### config.mk
export PLATFORM = sky130hd
export DESIGN_NAME = restoreone
export DESIGN_NICKNAME = d
export VERILOG_FILES = /design/src/rtl/restoreone.sv
export SDC_FILE = /design/constraint.sdc
export NUM_CORES = 1
export LEC_CHECK = 0
export CAP_MARGIN = 10
export CORE_MARGIN = 2
export CORE_UTILIZATION = 40
export DETAILED_ROUTE_END_ITERATION = 6
export DONT_BUFFER_PORTS = 1
export GPL_TIMING_DRIVEN = 0
export RECOVER_POWER = 100
export SLEW_MARGIN = 0
export SYNTH_ARGS = -nofsm -noshare
export SYNTH_HDL_FRONTEND = slang
export SYNTH_SLANG_ARGS = --single-unit
### constraint.sdc
create_clock -name clk -period 3.98 [get_ports clk]
set_clock_uncertainty 0.1 [all_clocks]
set_input_delay 0.796 -clock clk [delete_from_list [all_inputs] [get_ports clk]]
set_output_delay 0.796 -clock clk [all_outputs]
set_load 0.1 [all_outputs]
### src/rtl/restoreone.sv
// restoreone: rebuilds a right-justified mantissa from a left-aligned fraction
// (hidden one stripped) and the leading-one position, shifting in one fraction
// bit per clock. Inverse of the FP adder's leading-one normaliser.
// Optional feature: define RESTOREONE_STICKY_EN to add the 'sticky' output
// (OR of the fraction bits that were not consumed into the mantissa).
module restoreone #(
  parameter int WIDTH = 32,
  parameter int POSW  = 8
) (
  input  logic             clk,
  input  logic             rstn,
  input  logic             in_valid,
  output logic             in_ready,
  input  logic [WIDTH-1:0] frac,
  input  logic [POSW-1:0]  pos,
  input  logic             in_zero,
  output logic             out_valid,
  input  logic             out_ready,
  output logic [WIDTH-1:0] mant,
  output logic             err,
  output logic             busy
`ifdef RESTOREONE_STICKY_EN
  ,
  output logic             sticky
`endif
);

  typedef enum logic [1:0] {
    IDLE  = 2'd0,
    SHIFT = 2'd1,
    DONE  = 2'd2
  } state_t;

  state_t            state_q;
  logic [WIDTH-1:0]  sh_q;
  logic [WIDTH-1:0]  acc_q;
  logic [POSW-1:0]   cnt_q;
  logic              err_q;
  logic              out_valid_q;
  logic              in_ready_q;
  logic              busy_q;
`ifdef RESTOREONE_STICKY_EN
  logic              sticky_q;
`endif

  // Next values of the shift datapath for one SHIFT step.
  logic [WIDTH-1:0]  sh_d;
  logic [WIDTH-1:0]  acc_d;
  logic [POSW-1:0]   cnt_d;
  logic [31:0]       pos_ext;
  logic              pos_bad;
  logic              cnt_last;

  // Combinational helpers: the next shift step and operand classification.
  always_comb begin
    sh_d     = sh_q << 1;
    acc_d    = {acc_q[WIDTH-2:0], sh_q[WIDTH-1]};
    cnt_d    = cnt_q - POSW'(1);
    pos_ext  = 32'(pos);
    pos_bad  = (pos_ext >= 32'(WIDTH));
    cnt_last = (cnt_q == POSW'(1));
  end

  // Control FSM and datapath registers; all outputs come straight from flops.
  always_ff @(posedge clk) begin
    if (!rstn) begin
      state_q     <= IDLE;
      in_ready_q  <= 1'b1;
      out_valid_q <= 1'b0;
      acc_q       <= '0;
      err_q       <= 1'b0;
      busy_q      <= 1'b0;
`ifdef RESTOREONE_STICKY_EN
      sticky_q    <= 1'b0;
`endif
    end else begin
      case (state_q)
        IDLE: begin
          if (in_valid) begin
            sh_q       <= frac;
            acc_q      <= WIDTH'(1);
            cnt_q      <= pos;
            err_q      <= 1'b0;
            in_ready_q <= 1'b0;
            if (in_zero) begin
              acc_q       <= '0;
              state_q     <= DONE;
              out_valid_q <= 1'b1;
`ifdef RESTOREONE_STICKY_EN
              sticky_q    <= 1'b0;
`endif
            end else if (pos_bad) begin
              acc_q       <= '0;
              err_q       <= 1'b1;
              state_q     <= DONE;
              out_valid_q <= 1'b1;
`ifdef RESTOREONE_STICKY_EN
              sticky_q    <= 1'b0;
`endif
            end else if (pos == '0) begin
              // Hidden one alone is the mantissa; every fraction bit is left over.
              state_q     <= DONE;
              out_valid_q <= 1'b1;
`ifdef RESTOREONE_STICKY_EN
              sticky_q    <= |frac;
`endif
            end else begin
              state_q <= SHIFT;
              busy_q  <= 1'b1;
            end
          end
        end

        SHIFT: begin
          acc_q <= acc_d;
          sh_q  <= sh_d;
          cnt_q <= cnt_d;
          if (cnt_last) begin
            state_q     <= DONE;
            out_valid_q <= 1'b1;
            busy_q      <= 1'b0;
`ifdef RESTOREONE_STICKY_EN
            // Whatever remains in the shifter after the last step was not consumed.
            sticky_q    <= |sh_d;
`endif
          end
        end

        DONE: begin
          // Result held until the consumer takes it; no new operand on this edge.
          if (out_ready) begin
            state_q     <= IDLE;
            out_valid_q <= 1'b0;
            in_ready_q  <= 1'b1;
          end
        end

        default: begin
          state_q     <= IDLE;
          in_ready_q  <= 1'b1;
          out_valid_q <= 1'b0;
          busy_q      <= 1'b0;
        end
      endcase
    end
  end

  assign in_ready  = in_ready_q;
  assign out_valid = out_valid_q;
  assign mant      = acc_q;
  assign err       = err_q;
  assign busy      = busy_q;
`ifdef RESTOREONE_STICKY_EN
  assign sticky    = sticky_q;
`endif

endmodule
==> metrics.yaml, run 1 <==
status: "completed"
finalCritPeriodShare_pct: 65.2
n_antenna_cell: 0
syn2layout_area_growth_pct: 11.3
clk_latency_ns: 0.33
criticalPathCategory: "flip-flop to flip-flop"
fp.dieW_um: 93.0
hold_path_depth: 2
dieArea_um2: 8640
worst_slew_pin_slew_ns: 1.03
synth_area_leaders: "edfxtp_1 (38%), dfxtp_1 (24%), nand2_1 (12%), a22oi_1 (7.3%), nor2_1 (4.4%)"
cts.reportedPaths.clkPinSlew_ns: 0.08
period_needed_ns: 2.60
port_buffers: 0
ir_drop_mv: 0.214
yosysWarnings: 0
min_from: "sh_q[29]"
max_slew_margin_pct: 31.0
gr-total-overflow: 0
wl_mm: 6.35
p_per_area_nw_per_um2: 449
hold_path_end: "sh_q[30]"
endpoint_kind: "flip-flop"
viasPerCell: 5.17
fp.dieH_um: 93.0
fin_hold_ws_ns: 0.407
cts_num_sinks: 78
antenna_found_initial: 0
vias: 2282
total_power_uw: 1580
reg2reg_depth: 6
grtUsageTotal_pct: 15.4
drt-wirelength-per-cell_um: 14.4
dr.pass1.iters: 4
maxClockFrequency_mhz: 385
register_area_um2: 1960
r2r-start: "state_q[1]"
multiInputGateArea_um2: 1120
maxCapViolCount: 0
synth_fp_nets: 369
routabilityCongestion: 0.757
fill_cells: 779
postSynthCellCount: 322
drtAntennaViolNets: 0
sequentialPowerShare_pct: 57.6
syn-cell-area_um2: 3170
root_buffer: "clkbuf_8"
cts_buffer_depth: 2
intPower_uw: 1210
cts_resized: 0
dpl_cell_area_um2: 3330
nNetsFinal: 381
final_cell_mix: "nand2_1 (104), edfxtp_1 (40), dfxtp_1 (38), nor2_1 (36), a22oi_1 (31)"
drv_slew: 0
grt_max_degree: 22
synth_top_area_share_pct: 37.9
post_cts_buffers: 0
grt_pass1_vias: 2209
dp_hpwl_mm: 4.50
finalInstanceArea_um2: 3520
ys_seq_elements: 78
rows: 32
hold_viol: 0
startpoint_type: "flip-flop"
cts_tree: "done"
drt_iter0_drc: 70
rr_endpoint: "sh_q[9]"
power.leakage_uw: 0.00132
start_util_pct: 41.2
core_area_um2: 7690
yosys.cell_types.count: 30
io_pins: 81
drive_above_1_share_pct: 6.78
grt_pass1_wl_mm: 10.5
synth_area_leader_cell: "edfxtp_1"
cp.required_ns: 3.92
htreeDepth: 3
syn_avg_cell_area_um2: 9.83
arrival_ns: 2.53
combPwrFrac_pct: 5.4
setup_viol: 0
post-route-drc-count: 0
r2r_setup_slack_ns: 1.38
clkPwrFrac_pct: 37.1
fin_util_pct: 45.8
sw_frac_of_total_pct: 23.6
rsz0062_at_grt: "false"
p_sw_uw: 374
path_max_fanout: 21
cts-hold-fix-buffers: 0
min_path_type: "flip-flop to flip-flop"
final_common_cell: "nand2_1"
cts_made_buffers: 9
ys_seq_area_share_pct: 62.0
critical path, cell delays in order, from the launching register on:
cell and delay, ns:
dfxtp_1 0.30, clkbuf_1 0.17, inv_1 0.19, o21ai_0 0.36
clkbuf_1 0.35, nor2_4 0.56, buf_16 0.24
worst max-delay path by stage:
stage	from	cells past startpoint	slack (ns)	endpoint
global route	state_q[1]	6	1.19	sh_q[9]
detailed placement	in_valid	4	1.41	sh_q[10]
global placement	rstn	3	-0.39	sh_q[5]
floorplan	rstn	3	0.56	cnt_q[0]
finish	state_q[1]	6	1.38	sh_q[9]
CTS	state_q[1]	6	1.53	sh_q[10]
kinds of logic after synthesis:
group / synth area share [%]
and+or+nand+nor: 20.0
DFF: 62.0
AOI/OAI and AO/OA: 12.9
buffers and inverters: 3.00
xor gates and xnor gates: 1.38
adders and majority gates: 0.790
layout make-up:
class,count,area share [%]
Clock inverter,6,1.70
Sequential cell,78,55.7
Buffer,18,1.99
Multi-Input combinational cell,220,31.7
Timing Repair Buffer,1,0.781
Inverter,6,0.639
Clock buffer,10,3.90
Tap cell,102,3.62
metal layers:
metal | wire length, um | global-route usage [%]
met5 | 0 | 0
met4 | 68 | 5.51
met3 | 612 | 6.45
met2 | 2880 | 24.7
met1 | 2790 | 18.7
synthesized netlist by cell type:
library cell / n
clkinv_1: 1
o21ai_1: 1
edfxtp_1: 40
xor2_1: 2
o221a_1: 1
o21ai_0: 10
ha_1: 2
o22ai_1: 1
o211a_4: 1
inv_1: 4
a22oi_1: 31
nand2_1: 104
or4_4: 1
dfxtp_1: 38
buf_2: 4
xnor2_1: 3
nor3_1: 8
and2_1: 1
a21oi_1: 3
nand2b_1: 3
o2bb2ai_1: 1
nor2_1: 37
clkbuf_1: 14
a2111oi_4: 1
nor4_1: 3
o21a_1: 1
or4_1: 1
inv_2: 1
a221oi_1: 1
a31oi_1: 3
power groups by stage:
stage | logic, uW | clock network, uW | registers (uW)
6_report | 85.3 | 586 | 911
4_1_cts | 87.6 | 604 | 911
2_1_floorplan | 63.9 | 0 | 927
3_3_place_gp | 79.9 | 0 | 931
5_1_grt | 98.3 | 638 | 914
3_5_place_dp | 86.8 | 0 | 930
sequential cells by signal (all words and copies together), names as in the netlist:
register	cells
busy	1
cnt_q	8
err	1
in_ready	1
mant	32
out_valid	1
sh_q	32
state_q	2
through the flow:
step,instances,setup WS (ns),setup TNS [ns]
CTS,441,1.53,0
floorplan,322,0.564,0
global placement,424,-0.394,-15.69
finish,441,1.38,0
global route,441,1.19,0
detailed placement,425,1.41,0
Power figures use the tool's default switching activity.
==> run 2, diff against run 1 <==
- clock period: 3.98 -> 2.2 ns (I/O delays scaled with it)
==> run 2 against run 1 <==
Net effect:
- clock power is 68% higher
- register-to-register slack worse by 1.4 ns
- utilization is 0.20 points lower
- sequential cell count stayed put
- first-iteration DRC count is 14% higher
- largest power group unchanged
- highest routed layer unchanged
==> metrics.yaml, run 2 (synthesis results as in run 1) <==
combPwrFrac_pct: 5.6
arrival_ns: 2.07
io_pins: 81
finalCritPeriodShare_pct: 99.9
drt-wirelength-per-cell_um: 14.7
worst_slew_pin_slew_ns: 1.03
viasPerCell: 5.11
rsz0062_at_grt: "true"
sw_frac_of_total_pct: 24.6
wl_mm: 6.53
fin_hold_ws_ns: 0.0795
criticalPathCategory: "flip-flop to flip-flop"
final_cell_mix: "nand2_1 (104), edfxtp_1 (40), dfxtp_1 (38), nor2_1 (36), a22oi_1 (31)"
core_area_um2: 7690
dp_hpwl_mm: 4.40
dr.pass1.iters: 4
grtUsageMet1_pct: 19.8
startpoint_type: "flip-flop"
fp.dieH_um: 93.0
routabilityCongestion: 0.764
p_sw_uw: 685
power.leakage_uw: 0.00131
port_buffers: 0
nNetsFinal: 383
post-route-drc-count: 0
syn2layout_area_growth_pct: 10.8
intPower_uw: 2100
drv_slew: 0
status: "completed"
cts-hold-fix-buffers: 0
fp.dieW_um: 93.0
endpoint_kind: "flip-flop"
maxCapViolCount: 0
grt_pass1_wl_mm: 10.5
htreeDepth: 3
fill_cells: 798
grtUsageTotal_pct: 15.7
min_path_type: "input port to flip-flop"
grt_max_degree: 14
drt_iter0_drc: 80
rows: 32
final_common_cell: "nand2_1"
vias: 2264
hold_viol: 0
grt_pass1_vias: 2173
cts_made_buffers: 9
antenna_found_initial: 0
cts_buffer_depth: 2
path_max_fanout: 13
p_per_area_nw_per_um2: 794
met2_usage_pct: 23.8
cts_num_sinks: 78
min_from: "rstn"
clk_latency_ns: 0.33
maxClockFrequency_mhz: 455
startpoint: "state_q[1]"
drive_above_1_share_pct: 8.50
dieArea_um2: 8640
period_needed_ns: 2.20
met3_usage_pct: 7.01
cp.required_ns: 2.07
dpl_cell_area_um2: 3300
cts.reportedPaths.clkPinSlew_ns: 0.08
r2r-start: "state_q[1]"
finalInstanceArea_um2: 3510
n_antenna_cell: 0
sequentialPowerShare_pct: 59.1
cts_tree: "done"
clkPwrFrac_pct: 35.3
total_power_uw: 2790
max_slew_margin_pct: 31.4
root_buffer: "clkbuf_8"
drtAntennaViolNets: 0
busiest_layer: "met2"
ir_drop_mv: 0.310
setup_viol: 0
start_util_pct: 41.2
gr-total-overflow: 0
[run 2: changes by cell type in the layout (fill, tap and decap cells not counted), sizes merged]
cell,delta
clkinv,-1
bufinv,-1
inv,+1
clkbuf,+2
buf,-2
nor2,+3
[run 2: power groups by stage]
stage	sequential [uW]	clock, uW	combinational (uW)
CTS	1650	1010	159
global route	1650	1080	179
floorplan	1680	0	118
finish	1650	982	156
global placement	1680	0	146
detailed placement	1680	0	149
[run 2: per-layer routing]
metal | wire length, um | share of wire (%)
met2 | 2930 | 45
met3 | 730 | 11
met5 | 0 | 0
met4 | 79 | 1.2
met1 | 2790 | 43
[run 2: critical path, cell delays in order (launching register included)]
cell	delay (ns)
dfxtp_1	0.30
buf_2	0.15
inv_1	0.15
o21ai_1	0.25
clkbuf_2	0.35
nor2_2	0.53
[run 2: what timing repair did]
action	in CTS	in global routing
endpoints found under the setup margin	40	21
gates cloned	3	0
pin swaps	2	0
gates resized for setup	2	0
buffers inserted	0	0
[run 2: path summary, 6_finish.rpt]
path / to / slack, ns / cells past startpoint
worst max-delay path: sh_q[29] / 0.001 / 5
worst min-delay path: in_ready / 0.08 / 1
worst max register to register: sh_q[29] / 0.001 / 5
worst min register to register: sh_q[2] / 0.41 / 2
[run 2: cell type report]
class	count	area, um2	area share (%)
plain buffers	18	73.8	2.10
clock buffers	11	151	4.31
clock inverters	5	31.3	0.891
inverters	6	22.5	0.642
multi-input cells	223	1140	32.5
flip-flops and latches	78	1960	55.9
well taps	102	128	3.64
[run 2: per-stage QoR]
stage | setup TNS [ns] | utilization [%] | worst slack [ns] | instances
final | 0 | 45.7 | 0.00112 | 443
after CTS | -0.459 | 45.7 | -0.0268 | 443
after floorplan | 0 | - | 0.103 | 322
after global routing | -3.46 | 45.7 | -0.175 | 443
after detailed placement | -16.67 | 43.0 | -0.418 | 424
after global placement | -16.11 | 43.0 | -0.405 | 424
==> RTL edit, RTL diff (config.mk and constraints of run 2) <==
Change the parameter `POSW` from 8 to 16.
--- a/src/rtl/restoreone.sv
+++ b/src/rtl/restoreone.sv
@@ -5,7 +5,7 @@
 // (OR of the fraction bits that were not consumed into the mantissa).
 module restoreone #(
   parameter int WIDTH = 32,
-  parameter int POSW  = 8
+  parameter int POSW  = 16
 ) (
   input  logic             clk,
   input  logic             rstn,
Interface: changed (resized pos); port bits go from 81 to 89. No check against the original RTL was run, so the function may have changed too.
==> RTL edit against run 2 <==
Non-clock buffer count rose by 10. Total power rose by 11%. Sequential cell count rose by 8. Area after synthesis rose by 20%. Global-route usage rose by 0.75 points. Synthesized cell count rose by 18%. Clock power rose by 13%. Cell count rose by 20%. Cell area rose by 21%. Worst setup slack improved by 120 ps. Wire length rose by 22%. Highest routed layer unchanged.
==> RTL edit: results (changes against run 2) <==
GR Util met3 0.0663 (-0.00385); vias 2728 (+20%); GRT met2 Usage 0.256 (+0.0178); sequential cell area fraction in the yosys report 0.581 (-0.0389); largest net degree at the start of global routing 25 (+11); largest cells by area after synthesis edfxtp_1, dfxtp_1, nand2_1; Post-synth EDFFs 48 (+20%); vias in the first global route 2653 (+22%); commonest cells in the netlist nand2_1, edfxtp_1, dfxtp_1; layout cells sized above 1 0.102 (+0.0167); syn nets 436 (+18%); Syn Area/Cell 9.95 um^2 (+1.2%); slowest CP cell or4_1; hpwl dp 5550 um (+26%); Slowest Stage Delay on Critical Path 580 ps (+50 ps); maximum vdd ir drop 317 uV (+2.2%); Placed Area 0.00397 mm^2 (+20%); global placer's final weighted congestion 0.829 (+8.5%); final design utilization 0.460 (+0.00358); reg-to-reg setup timing slack 120 ps (+120 ps); CP max FO 4 (-9); gr usage total 0.164 (+0.00748); first-pass GRT wire length 13100 um (+24%); Final Non-Filler Cells 532 (+20%); CTS Buf Count 9 (unchanged); routed len/inst 15.0 um (+1.9%); met1 GRT Util 0.216 (+0.0178); Worst Hold Margin 155 ps (+75.8 ps); Lkg Pwr 1.50 nW (+15%); DRT iter0 DRCs 103 (+29%); Ant. Diodes 0 (unchanged); worst-skew pair later-pin latency 350 ps (+20 ps); Synth cell types 39 (+30%); crit path DAT 2190 ps (+120 ps); outcome finished clean; slew margin rel. 0.297 (-0.0172); clk slew on worst S/H paths 90 ps
RTL edit: per-layer routing:
layer / vias up / wire length, um
met1: 1272 / 3770
li1: 1381 / -
met5: - / 0
met2: 69 / 3560
met3: 6 / 593
met4: 0 / 62
RTL edit: report_power, final:
| part | internal (mW) | switching [mW] | total, mW |
|---|---|---|---|
| clock network | 0.519 | 0.594 | 1.11 |
| logic | 0.0645 | 0.0928 | 0.157 |
| registers | 1.75 | 0.0616 | 1.81 |
| total | 2.33 | 0.748 | 3.08 |
RTL edit: worst paths after layout:
| check | endpoint | startpoint | cells past startpoint |
|---|---|---|---|
| max reg2reg | cnt_q[14] | cnt_q[10] | 4 |
| max | cnt_q[14] | cnt_q[10] | 4 |
| min reg2reg | sh_q[27] | sh_q[26] | 2 |
| min | in_ready | out_ready | 2 |
RTL edit: area by class of cell:
class | instances | area, um^2
Timing Repair inverter | 1 | 7.51
Timing Repair Buffer | 5 | 37.5
Clock inverter | 5 | 38.8
Buffer | 23 | 109
Multi-Input combinational cell | 267 | 1510
Clock buffer | 11 | 163
Fill cell | 910 | 4990
Inverter | 5 | 22.5
Sequential cell | 86 | 2200
Tap cell | 129 | 161
RTL edit: worst max-delay path, delay by kind of cell (launching register included):
kind / cells / cell delay [ps]
simple gates: 3 / 1240
flops: 1 / 440
compound gates: 1 / 160
RTL edit: kinds of logic after synthesis:
logic type / Yosys count / synth area share
adders and majority gates: 2 / 0.00660
muxes: 1 / 0.00297
xor gates and xnor gates: 10 / 0.0231
and+or+nand+nor: 191 / 0.245
AOI/OAI and AO/OA: 63 / 0.114
buffers and inverters: 28 / 0.0277
DFF: 86 / 0.581
RTL edit: repair_timing:
action                     in CTS  in global routing
setup buffers                   0                  5
cloned                          1                  0
resized for setup               5                 16
hold buffers                    0                  0
pin swaps                       0                  0
setup endpoints to repair      52                 80
